[config.mk]
export PLATFORM = sky130hd
export DESIGN_NAME = sf_param_sched
export DESIGN_NICKNAME = d
export VERILOG_FILES = /design/src/rtl/sf_param_sched.sv
export SDC_FILE = /design/constraint.sdc
export NUM_CORES = 1
export LEC_CHECK = 0
export ABC_CLOCK_PERIOD_IN_PS = 5600
export CORE_MARGIN = 5
export CORE_UTILIZATION = 35
export CTS_CLUSTER_SIZE = 14
export DETAILED_ROUTE_END_ITERATION = 8
export SLEW_MARGIN = 15
export SYNTH_ARGS = -nofsm -noshare
export SYNTH_HDL_FRONTEND = slang
export SYNTH_SLANG_ARGS = --single-unit
[constraint.sdc]
create_clock -name clk -period 5.6 [get_ports clk]
set_input_delay 0.56 -clock clk [delete_from_list [all_inputs] [get_ports clk]]
set_output_delay 0.56 -clock clk [all_outputs]
set_load 0.02 [all_outputs]
[src/rtl/sf_param_sched.sv]
`default_nettype none
// =====================================================================
// sf_param_sched: shadow-bank constant updater and frame-trigger sequencer
// Revision: 1.0
// =====================================================================
module sf_param_sched #(
  parameter int PW         = 18,
  parameter int CONST_AW   = 2,
  parameter int CONSTS_LEN = 4,
  parameter int RUN_LEN    = 40
) (
  input  logic                clk,
  input  logic                rst_n,
  input  logic                frame_trig,
  input  logic                s_write,
  input  logic [CONST_AW-1:0] s_addr,
  input  logic [PW-1:0]       s_data,
  input  logic                commit,
  output logic                trigger,
  output logic                h_write,
  output logic [CONST_AW-1:0] h_addr,
  output logic [PW-1:0]       h_data,
  output logic                busy,
  output logic                copying,
  output logic                commit_pending,
  output logic [7:0]          overrun_cnt
);

  localparam logic [1:0] c_st_idle   = 2'd0;
  localparam logic [1:0] c_st_run    = 2'd1;
  localparam logic [1:0] c_st_copy   = 2'd2;
  localparam logic [7:0] c_run_init  = 8'(RUN_LEN - 1);
  localparam logic [7:0] c_copy_last = 8'(CONSTS_LEN - 1);

  logic [PW-1:0]       r_shadow [2**CONST_AW];
  logic [1:0]          r_state, w_state_nx;
  logic [7:0]          r_cnt, w_cnt_nx;
  logic [7:0]          r_ovr, w_ovr_nx;
  logic                r_defer, w_defer_nx;
  logic                r_pend, w_pend_nx;
  logic                r_trig, w_trig_nx;
  logic                r_hw, w_hw_nx;
  logic                r_busy, w_busy_nx;
  logic [CONST_AW-1:0] r_haddr, w_haddr_nx, w_rd_addr;
  logic [PW-1:0]       r_hdata, w_hdata_nx;
  logic                w_idle, w_go_copy, w_go_run, w_run_end, w_copy_end;

  // Shadow bank is deliberately unreset; reads see the pre-write value.
  always_ff @(posedge clk) begin
    if (s_write) r_shadow[s_addr] <= s_data;
  end

  assign w_idle     = (r_state == c_st_idle);
  assign w_go_copy  = w_idle && (r_pend || commit);
  assign w_go_run   = w_idle && !w_go_copy && (r_defer || frame_trig);
  assign w_run_end  = (r_state == c_st_run) && (r_cnt == 8'd0);
  assign w_copy_end = (r_state == c_st_copy) && (r_cnt == c_copy_last);
  assign w_rd_addr  = w_go_copy ? '0 : CONST_AW'(r_cnt + 8'd1);

  always_ff @(posedge clk) begin
    if (!rst_n) r_state <= c_st_idle;
    else        r_state <= w_state_nx;
  end

  always_comb begin
    w_state_nx = r_state;
    case (r_state)
      c_st_idle: begin
        if (w_go_copy)     w_state_nx = c_st_copy;
        else if (w_go_run) w_state_nx = c_st_run;
      end
      c_st_run:  if (w_run_end)  w_state_nx = c_st_idle;
      c_st_copy: if (w_copy_end) w_state_nx = c_st_idle;
      default:   w_state_nx = c_st_idle;
    endcase
  end

  always_comb begin
    w_cnt_nx   = r_cnt;
    w_trig_nx  = 1'b0;
    w_busy_nx  = 1'b0;
    w_hw_nx    = 1'b0;
    w_haddr_nx = r_haddr;
    w_hdata_nx = r_hdata;
    w_pend_nx  = r_pend;
    w_defer_nx = r_defer;
    w_ovr_nx   = r_ovr;

    if (w_go_copy || ((r_state == c_st_copy) && !w_copy_end)) begin
      w_cnt_nx   = w_go_copy ? 8'd0 : r_cnt + 8'd1;
      w_hw_nx    = 1'b1;
      w_haddr_nx = w_rd_addr;
      w_hdata_nx = r_shadow[w_rd_addr];
    end else if (w_go_run) begin
      w_cnt_nx  = c_run_init;
      w_trig_nx = 1'b1;
      w_busy_nx = 1'b1;
    end else if ((r_state == c_st_run) && !w_run_end) begin
      w_cnt_nx  = r_cnt - 8'd1;
      w_busy_nx = 1'b1;
    end

    if (w_go_copy)   w_pend_nx = 1'b0;
    else if (commit) w_pend_nx = 1'b1;

    // A trigger issued alongside a fresh frame_trig re-arms the defer slot.
    if (w_go_run) begin
      w_defer_nx = r_defer && frame_trig;
    end else if (frame_trig) begin
      if (w_idle || !r_defer)  w_defer_nx = 1'b1;
      else if (r_ovr != 8'hFF) w_ovr_nx   = r_ovr + 8'd1;
    end
  end

  always_ff @(posedge clk) begin
    if (!rst_n) begin
      r_cnt   <= '0;
      r_ovr   <= '0;
      r_defer <= 1'b0;
      r_pend  <= 1'b0;
      r_trig  <= 1'b0;
      r_hw    <= 1'b0;
      r_busy  <= 1'b0;
      r_haddr <= '0;
      r_hdata <= '0;
    end else begin
      r_cnt   <= w_cnt_nx;
      r_ovr   <= w_ovr_nx;
      r_defer <= w_defer_nx;
      r_pend  <= w_pend_nx;
      r_trig  <= w_trig_nx;
      r_hw    <= w_hw_nx;
      r_busy  <= w_busy_nx;
      r_haddr <= w_haddr_nx;
      r_hdata <= w_hdata_nx;
    end
  end

  assign trigger        = r_trig;
  assign h_write        = r_hw;
  assign copying        = r_hw;
  assign h_addr         = r_haddr;
  assign h_data         = r_hdata;
  assign busy           = r_busy;
  assign commit_pending = r_pend;
  assign overrun_cnt    = r_ovr;

endmodule
`default_nettype wire

==> results of run 1 <==
[where the power goes]
part | switching (mW) | internal (mW) | total, mW
logic | 0.346 | 0.258 | 0.604
clock network | 0.382 | 0.622 | 1.00
registers | 0.0728 | 0.986 | 1.06
total | 0.801 | 1.87 | 2.67
[final timing paths]
check / startpoint / endpoint / slack, ps / cells past startpoint
worst max-delay path: r_cnt[0]$_SDFFE_PN0P_ / h_data[7]$_SDFFE_PN0N_ / 3060 / 5
worst min-delay path: h_data[0]$_SDFFE_PN0N_ / h_data[0]$_SDFFE_PN0N_ / 500 / 1
worst max register to register: r_cnt[0]$_SDFFE_PN0P_ / h_data[7]$_SDFFE_PN0N_ / 3060 / 5
worst min register to register: h_data[0]$_SDFFE_PN0N_ / h_data[0]$_SDFFE_PN0N_ / 500 / 1
[worst reg2reg max path: cells and delay by family (launching register included)]
family | cells | cell delay (ps)
DFF | 1 | 400
AOI/OAI and AO/OA | 2 | 670
and+or+nand+nor | 2 | 1060
adders and majority gates | 1 | 340
[state kept, by name (all words and copies together), names as in the netlist, 2 cells and up]
| signal | count |
|---|---|
| h_addr | 2 |
| h_data | 18 |
| r_shadow | 72 |
| r_state | 2 |
| overrun_cnt | 8 |
| r_cnt | 8 |
[stage by stage]
step / instance area (um2) / power (mW)
floorplan: 4636 / 1.472
global placement: 5341 / 1.669
detailed placement: 5341 / 1.681
CTS: 5897 / 2.689
global route: 5897 / 2.800
finish: 5897 / 2.667
[metal layers]
metal  vias up  global-route usage, %  wire length, um
li1       1544                      -                -
met1      1616                  16.70             4597
met2        84                  22.05             5176
met3        16                  4.264              437
met4         0                  5.421              172
met5         -                      0                0
[logic make-up (layout without fill, tap and decap cells)]
family / after synthesis / count (layout) / synth area share (%)
AND/OR/NAND/NOR: 117 / 117 / 12.42
multiplexers: 3 / 3 / 0.6478
AO/OA/AOI/OAI: 96 / 96 / 15.52
flip-flops: 115 / 115 / 65.21
adder cells (fa/ha/maj): 4 / 4 / 1.080
buffers and inverters: 30 / 100 / 3.239
XOR/XNOR: 10 / 10 / 1.889
[layout by cell type, fill, tap and decap left out, types with 8 or more instances in the layout]
master                            netlist  routed
sky130_fd_sc_hd__edfxtp_1              72      72
sky130_fd_sc_hd__clkdlybuf4s50_1        0      57
sky130_fd_sc_hd__nand2_1               52      52
sky130_fd_sc_hd__dfxtp_1               43      43
sky130_fd_sc_hd__nor2_1                24      24
sky130_fd_sc_hd__o22ai_1               21      21
sky130_fd_sc_hd__a31oi_1               19      19
sky130_fd_sc_hd__a22o_1                19      19
sky130_fd_sc_hd__clkbuf_16              0      17
sky130_fd_sc_hd__nor3_1                 9       9
sky130_fd_sc_hd__a21oi_1                8       8
[cell type report]
cell class                 instances  area, um2
timing repair buffer              62      608.1
clock buffer                      20      446.7
clock inverter                    12      108.9
fill                            1207       7241
inverter                           6      22.52
sequential                       115       3023
tap                              176      220.2
multi-input combinational        230       1468
==> flow_results.org, run 1 <==
** Setup path
- The worst setup path is launched from a flip-flop.
- Among all stages on the critical path, the largest delay is contributed by sky130_fd_sc_hd__and2_1.
- The critical path goes through ha_1 -> and4bb_2 -> a211oi_2 -> and2_1 -> a22o_1.
- Max FO, Critical Path :: 19
- Data arrives at the worst endpoint at 2880 ps.
- Number of buffers and inverters on the critical path :: 0
- Critical path class :: flip-flop to flip-flop
- Nature of the critical path endpoint :: flip-flop
- Slowest cell delay on critical path :: 770 ps
- Cell family contributing the most delay on the critical path :: simple AND/OR/NAND/NOR gates
- Data on the critical path is required at its endpoint by 5950 ps.

** Finish
- Post-route non-filler standard cell count :: 621
- Of the cells placed in the final design, the portion with a size suffix greater than 1 is 11.46%.
- Post-layout nets :: 461
- Core occupancy in the finished layout :: 44.89%
- Antenna diode count :: 0
- Compared with the post-synthesis result, the final layout area differs by 27.21%.

** Logic synthesis
- Number of distinct library cells after synthesis :: 60
- Synth warnings :: 0
- Synthesized netlist net count :: 404
- Ys flop type :: sky130_fd_sc_hd__edfxtp_1
- Instance count of the mapped netlist :: 375
- In this run, synthesis inferred 72 flip-flops with an integrated enable.
- Async set-reset flop share out of synthesis :: 0%
- Register bit count reported by yosys :: 115
- After synthesis, the largest area contributor takes up 46.64% of total cell area.
- Leading cell type by number of instances after synthesis :: sky130_fd_sc_hd__edfxtp_1
- By area the synthesized netlist is led by sky130_fd_sc_hd__edfxtp_1 47%, sky130_fd_sc_hd__dfxtp_1 19%, sky130_fd_sc_hd__nand2_1 4.2%.
- Synth area leader :: sky130_fd_sc_hd__edfxtp_1
- Post-Syn Area :: 4636 um2
- Average size of a mapped cell :: 12.36 um2
- Leading post-synthesis cells by instance count :: 72 x sky130_fd_sc_hd__edfxtp_1, 52 x sky130_fd_sc_hd__nand2_1, 43 x sky130_fd_sc_hd__dfxtp_1
- Summing the sequential cell areas from Yosys gives 65.21% of the chip area.

** Floorplanning
- The die is 125.1 um wide.
- The die covers 15,650 um2.
- Number of rows created at floorplan :: 42
- In this run the count of I/O pins placed on the die edge is 58.
- Area of the placeable core :: 13,140 um2
- Effective utilization at floorplan :: 35.29%
- Floorplan die height :: 125.1 um

** Placement
- Count of input and output buffers :: 57
- Including well taps, the total number of placed cells is 589.
- Routability-driven placement congestion ratio :: 0.8668
- Prior to clock tree synthesis, the placed netlist has a worst setup slack of 2764 ps.
- Once detailed placement completed, the half-perimeter wirelength came to 6.511 mm.

** Routing
- For this run, design rule violations remaining after detail routing come to 0.
- Drt via density :: 5.250
- DRT Wirelength :: 10.38 mm
- In this run the remaining antenna-violating nets after routing total 0.
- WL per Instance :: 16.72 um
- Number of DRC markers in iteration 0 :: 284
- Count of vias placed by the detailed router :: 3,260
- Drt first pass iters :: 5

** CTS
- # Post-CTS Setup Buffers :: 0
- Cts repair resizes :: 0
- TritonCTS clock tree :: built
- Clock slew at reported path FFs :: 60 ps
- At the later pin of the worst-skew pair, clock insertion delay measures 410 ps.
- Count of hold-fix buffers inserted at cts :: 0
- The clock passes through at most 2 buffers.
- Total clock buffers created by CTS :: 17
- Clock root buffer :: sky130_fd_sc_hd__clkbuf_16
- The H-tree was split into 4 levels.
- Clock sink count :: 115

** Timing
- Post-route setup slack :: 3064 ps
- Headroom to the max-slew limit :: 34.90%
- The count of final hold-check violations was 0.
- Setup repair after global routing left no endpoint under its margin.
- For the pin with the worst max-slew slack, the measured transition is 973.7 ps.
- Smallest hold slack :: 497.3 ps
- The final number of max-transition violations was 0.
- Clock skew after layout :: 10.34 ps
- Setup violations remaining at the end of the flow were counted as 0.
- After routing, the total negative slack on setup checks comes to 0 ps.
- Final worst path period share :: 45.29%
- Static timing analysis puts the maximum clock frequency at 394.3 MHz.
- The smallest clock period supported by the final layout is computed as 2536 ps.

** Pwr
- IR analysis of the VDD net gives a maximum drop of 273.7 uV.
- The analysis attributes to cell leakage a power of 2.059 nW.
- Dividing total power by cell area gives a power density of 452.2 nW/um2.

** Outcome
- Outcome :: finished clean

** Global routing
- Total GRT Usage :: 13.51%
- Antenna violations before repair :: 0
- Summed over all layers, the global routing overflow is 0.
- Entering global routing, the biggest net connects 20 pins.
- Wire length of the first global-routing pass :: 16.62 mm
- The number of global-route vias before repair is 3,204.

** Hold path
- The worst hold path belongs to the class flip-flop to flip-flop.

** Run
- Max-capacitance violation count :: 0
(Power assumes the default switching activity.)
==> run 2, diff against run 1 <==
ABC_CLOCK_PERIOD_IN_PS = 2300   (was 5600)
clock period = 2.3 ns   (was 5.6 ns; I/O delays follow)
==> flow_results.org, run 2 (synthesis gave the netlist of run 1 again) <==
** Timing
- The portion of the clock cycle consumed by the worst path in the final layout is 86.34% (+41 points).
- The worst clock skew is 5.388 ps (-4.952 ps).
- Maximum operating frequency :: 503.6 MHz (+28%)
- Setup repair after global routing left no endpoint under its margin.
- TNS Setup :: 0 ps (unchanged)
- The shortest period the worst path allows came to 1986 ps (-550.6 ps).
- Final setup violation count :: 0 (unchanged)
- Slew @ Worst Pin :: 662.0 ps (-311.7 ps)
- Number of max-slew violations in the final report :: 0 (unchanged)
- Headroom to the max-slew limit :: 55.71% (+21 points)
- The count of final hold-check violations was 0 (unchanged).

** CTS
- # Post-CTS Setup Buffers :: 0 (unchanged)
- Clock root buffer :: sky130_fd_sc_hd__clkbuf_16
- The hold-fix buffer count after cts was 0 (unchanged).
- Worst-Skew Late Latency :: 410 ps (about the same)
- Cts repair resizes :: 0 (unchanged)
- The H-tree depth is 4 (unchanged).
- TritonCTS clock tree :: built
- The clock transition time at the flip-flop clock pins of the worst setup and hold paths was 50 ps (about the same).
- The TritonCTS buffer count was 17 (unchanged).
- The clock sink count was 115 (unchanged).
- The number of buffers between clock root and the deepest sink is 2 (unchanged).

** Setup path
- Reg2Reg Launch Point :: r_cnt[1]$_SDFFE_PN0P_
- Number of buffers and inverters on the critical path :: 3 (+3)
- The slowest stage of the critical path belongs to the cell sky130_fd_sc_hd__dfxtp_1.
- The cell that appears most often on the critical path is sky130_fd_sc_hd__inv_1.
- Max FO, Critical Path :: 18 (-1)
- Cell family contributing the most delay on the critical path :: compound AO/OA/AOI/OAI gates
- CP Launch Type :: flip-flop
- The delay of the slowest cell on the worst path came to 490 ps (-280 ps).
- Walking the worst path, the cells encountered are inv_1 -> ha_1 -> inv_1 -> o211ai_2 -> buf_4 -> o22ai_1 -> a31oi_1 -> a22o_1.
- The required time of the critical path is 2600 ps (-3350 ps).
- In this run the worst setup path begins at r_cnt[1]$_SDFFE_PN0P_.
- Nature of the critical path endpoint :: flip-flop
- The setup path with the least slack is of type flip-flop to flip-flop.
- The data arrival time of the worst path came to 2280 ps (-600 ps).

** Pwr
- Leakage power :: 2.147 nW (+4.3%)
- Power per Cell Area :: 1108 nW/um2 (+150%)
- The maximum vdd drop came to 572.8 uV (+110%).

** Routing
- The total wirelength of the detailed-routed design is 10.88 mm (+4.8%).
- Routed metal-1 wirelength :: 4.588 mm (-0.20%)
- Number of DRC markers in iteration 0 :: 201 (-29%)
- Met3 routed wirelength :: 487 um (+11%)
- The total length of routed met2 wires was 5.719 mm (+10%).
- WL per Instance :: 17.14 um (+2.5%)
- Max layer used :: met4
- The via total after detailed routing is 3,250 (-0.31%).
- The number of routed nets with antenna violations came to 0 (unchanged).
- The detailed-routing iteration count for the pre-antenna-repair pass is 4 (-1).
- The vias per cell is 5.118 (-2.5%).
- The remaining design rule violation count was 0 (unchanged).

** Global routing
- Total GRT Usage :: 14.59% (+1.1 points)
- The number of global-route vias before repair is 3,413 (+6.5%).
- The first-pass GRT wire length was 17.62 mm (+6.0%).
- The initial antenna violation count came to 0 (unchanged).
- Overflow left after global routing :: 0 (unchanged)
- Maximum number of pins on one net before global-route repair :: 19 (-5.0%)

** Finish
- Leaving out fill and tap cells, the most frequent cell in the layout is sky130_fd_sc_hd__edfxtp_1.
- The post-route core utilization came to 46.12% (+1.2 points).
- Post-route non-filler standard cell count :: 635 (+2.3%)
- Flip-flop count of the largest register, all copies and words added :: 72 (unchanged)
- The finished layout cell area was 6060 um2 (+2.8%).
- In the layout the commonest cells are 72 x sky130_fd_sc_hd__edfxtp_1, 57 x sky130_fd_sc_hd__clkdlybuf4s50_1, 52 x sky130_fd_sc_hd__nand2_1.
- Post-layout nets :: 475 (+3.0%)
- Layout overhead on the synthesized area :: 30.72%
- Share of post-route cells with drive strength above 1 :: 13.51% (+2.0 points)
- Ranked by flip-flop count, first place goes to r_shadow.
- Antenna diode count :: 0 (unchanged)

** Placement
- The final HPWL from detailed placement was 6.731 mm (+3.4%).
- Routability-driven placement congestion ratio :: 0.8434 (-2.7%)
- The total of buffers placed on input and output ports is 57 (unchanged).
- The area of placed instances is 5484 um2 (+2.7%).
- The number of placed cells counting well taps came to 603 (+2.4%).

** Hold path
- The tightest min-delay check is of the input port to flip-flop type.
- The worst hold path begins at s_data[16].

** Floorplanning
- The core area is 13,140 um2 (unchanged).
- Floorplan die width :: 125.1 um (unchanged)
- The area of the die is 15,650 um2 (unchanged).
- The number of top-level design ports was 58 (unchanged).
- Number of rows created at floorplan :: 42 (unchanged)
- Effective utilization at floorplan :: 35.29% (unchanged)
- The die outline height was 125.1 um (unchanged).

** Run
- Max-capacitance violation count :: 0 (unchanged)

** Outcome
- Outcome :: finished clean
[run 2: cell types whose count changed in the layout (fill, tap and decap cells not counted)]
| cell | delta |
|---|---|
| sky130_fd_sc_hd__buf_4 | +11 |
| sky130_fd_sc_hd__buf_12 | +3 |
| sky130_fd_sc_hd__clkbuf_1 | +3 |
| sky130_fd_sc_hd__clkinv_2 | -2 |
| sky130_fd_sc_hd__inv_6 | -2 |
| sky130_fd_sc_hd__bufinv_16 | +1 |
| sky130_fd_sc_hd__clkbuf_8 | +1 |
| sky130_fd_sc_hd__clkinvlp_4 | -1 |
[run 2: area by class of cell]
cell class,count,area (um2)
tap,176,220.2
inverter,6,22.52
sequential,115,3023
multi-input combinational,230,1468
timing repair buffer,76,750.7
fill,1177,7078
clock inverter,8,103.9
clock buffer,24,471.7
[run 2: stage by stage]
step	total power, mW	worst slack, ps	hold slack [ps]
3_5_place_dp	4.239	130.1	470.5
2_1_floorplan	3.585	253.1	328.9
5_1_grt	7.049	164.1	454.8
4_1_cts	6.802	296.0	441.9
3_3_place_gp	4.201	196.5	462.4
6_report	6.714	314.3	460.5
[run 2: path summary, 6_finish.rpt]
kind	slack (ps)	end	cells past startpoint
setup / recovery	310	h_data[7]$_SDFFE_PN0N_	8
hold / removal	460	r_shadow[3][16]$_DFFE_PP_	1
setup reg to reg	310	h_data[7]$_SDFFE_PN0N_	8
hold reg to reg	480	h_data[16]$_SDFFE_PN0N_	1
[run 2: metal layers]
metal	vias to the layer above	GRT usage, %
met5	-	0
met4	0	6.122
met3	6	5.245
met2	76	24.52
met1	1599	16.91
li1	1569	-
[run 2: power breakdown]
part / switching (mW) / internal (mW) / leakage [nW]
Clock: 0.884 / 1.65 / 0.278
Sequential: 0.165 / 2.40 / 1.01
Combinational: 0.881 / 0.731 / 0.854
Total: 1.93 / 4.78 / 2.15
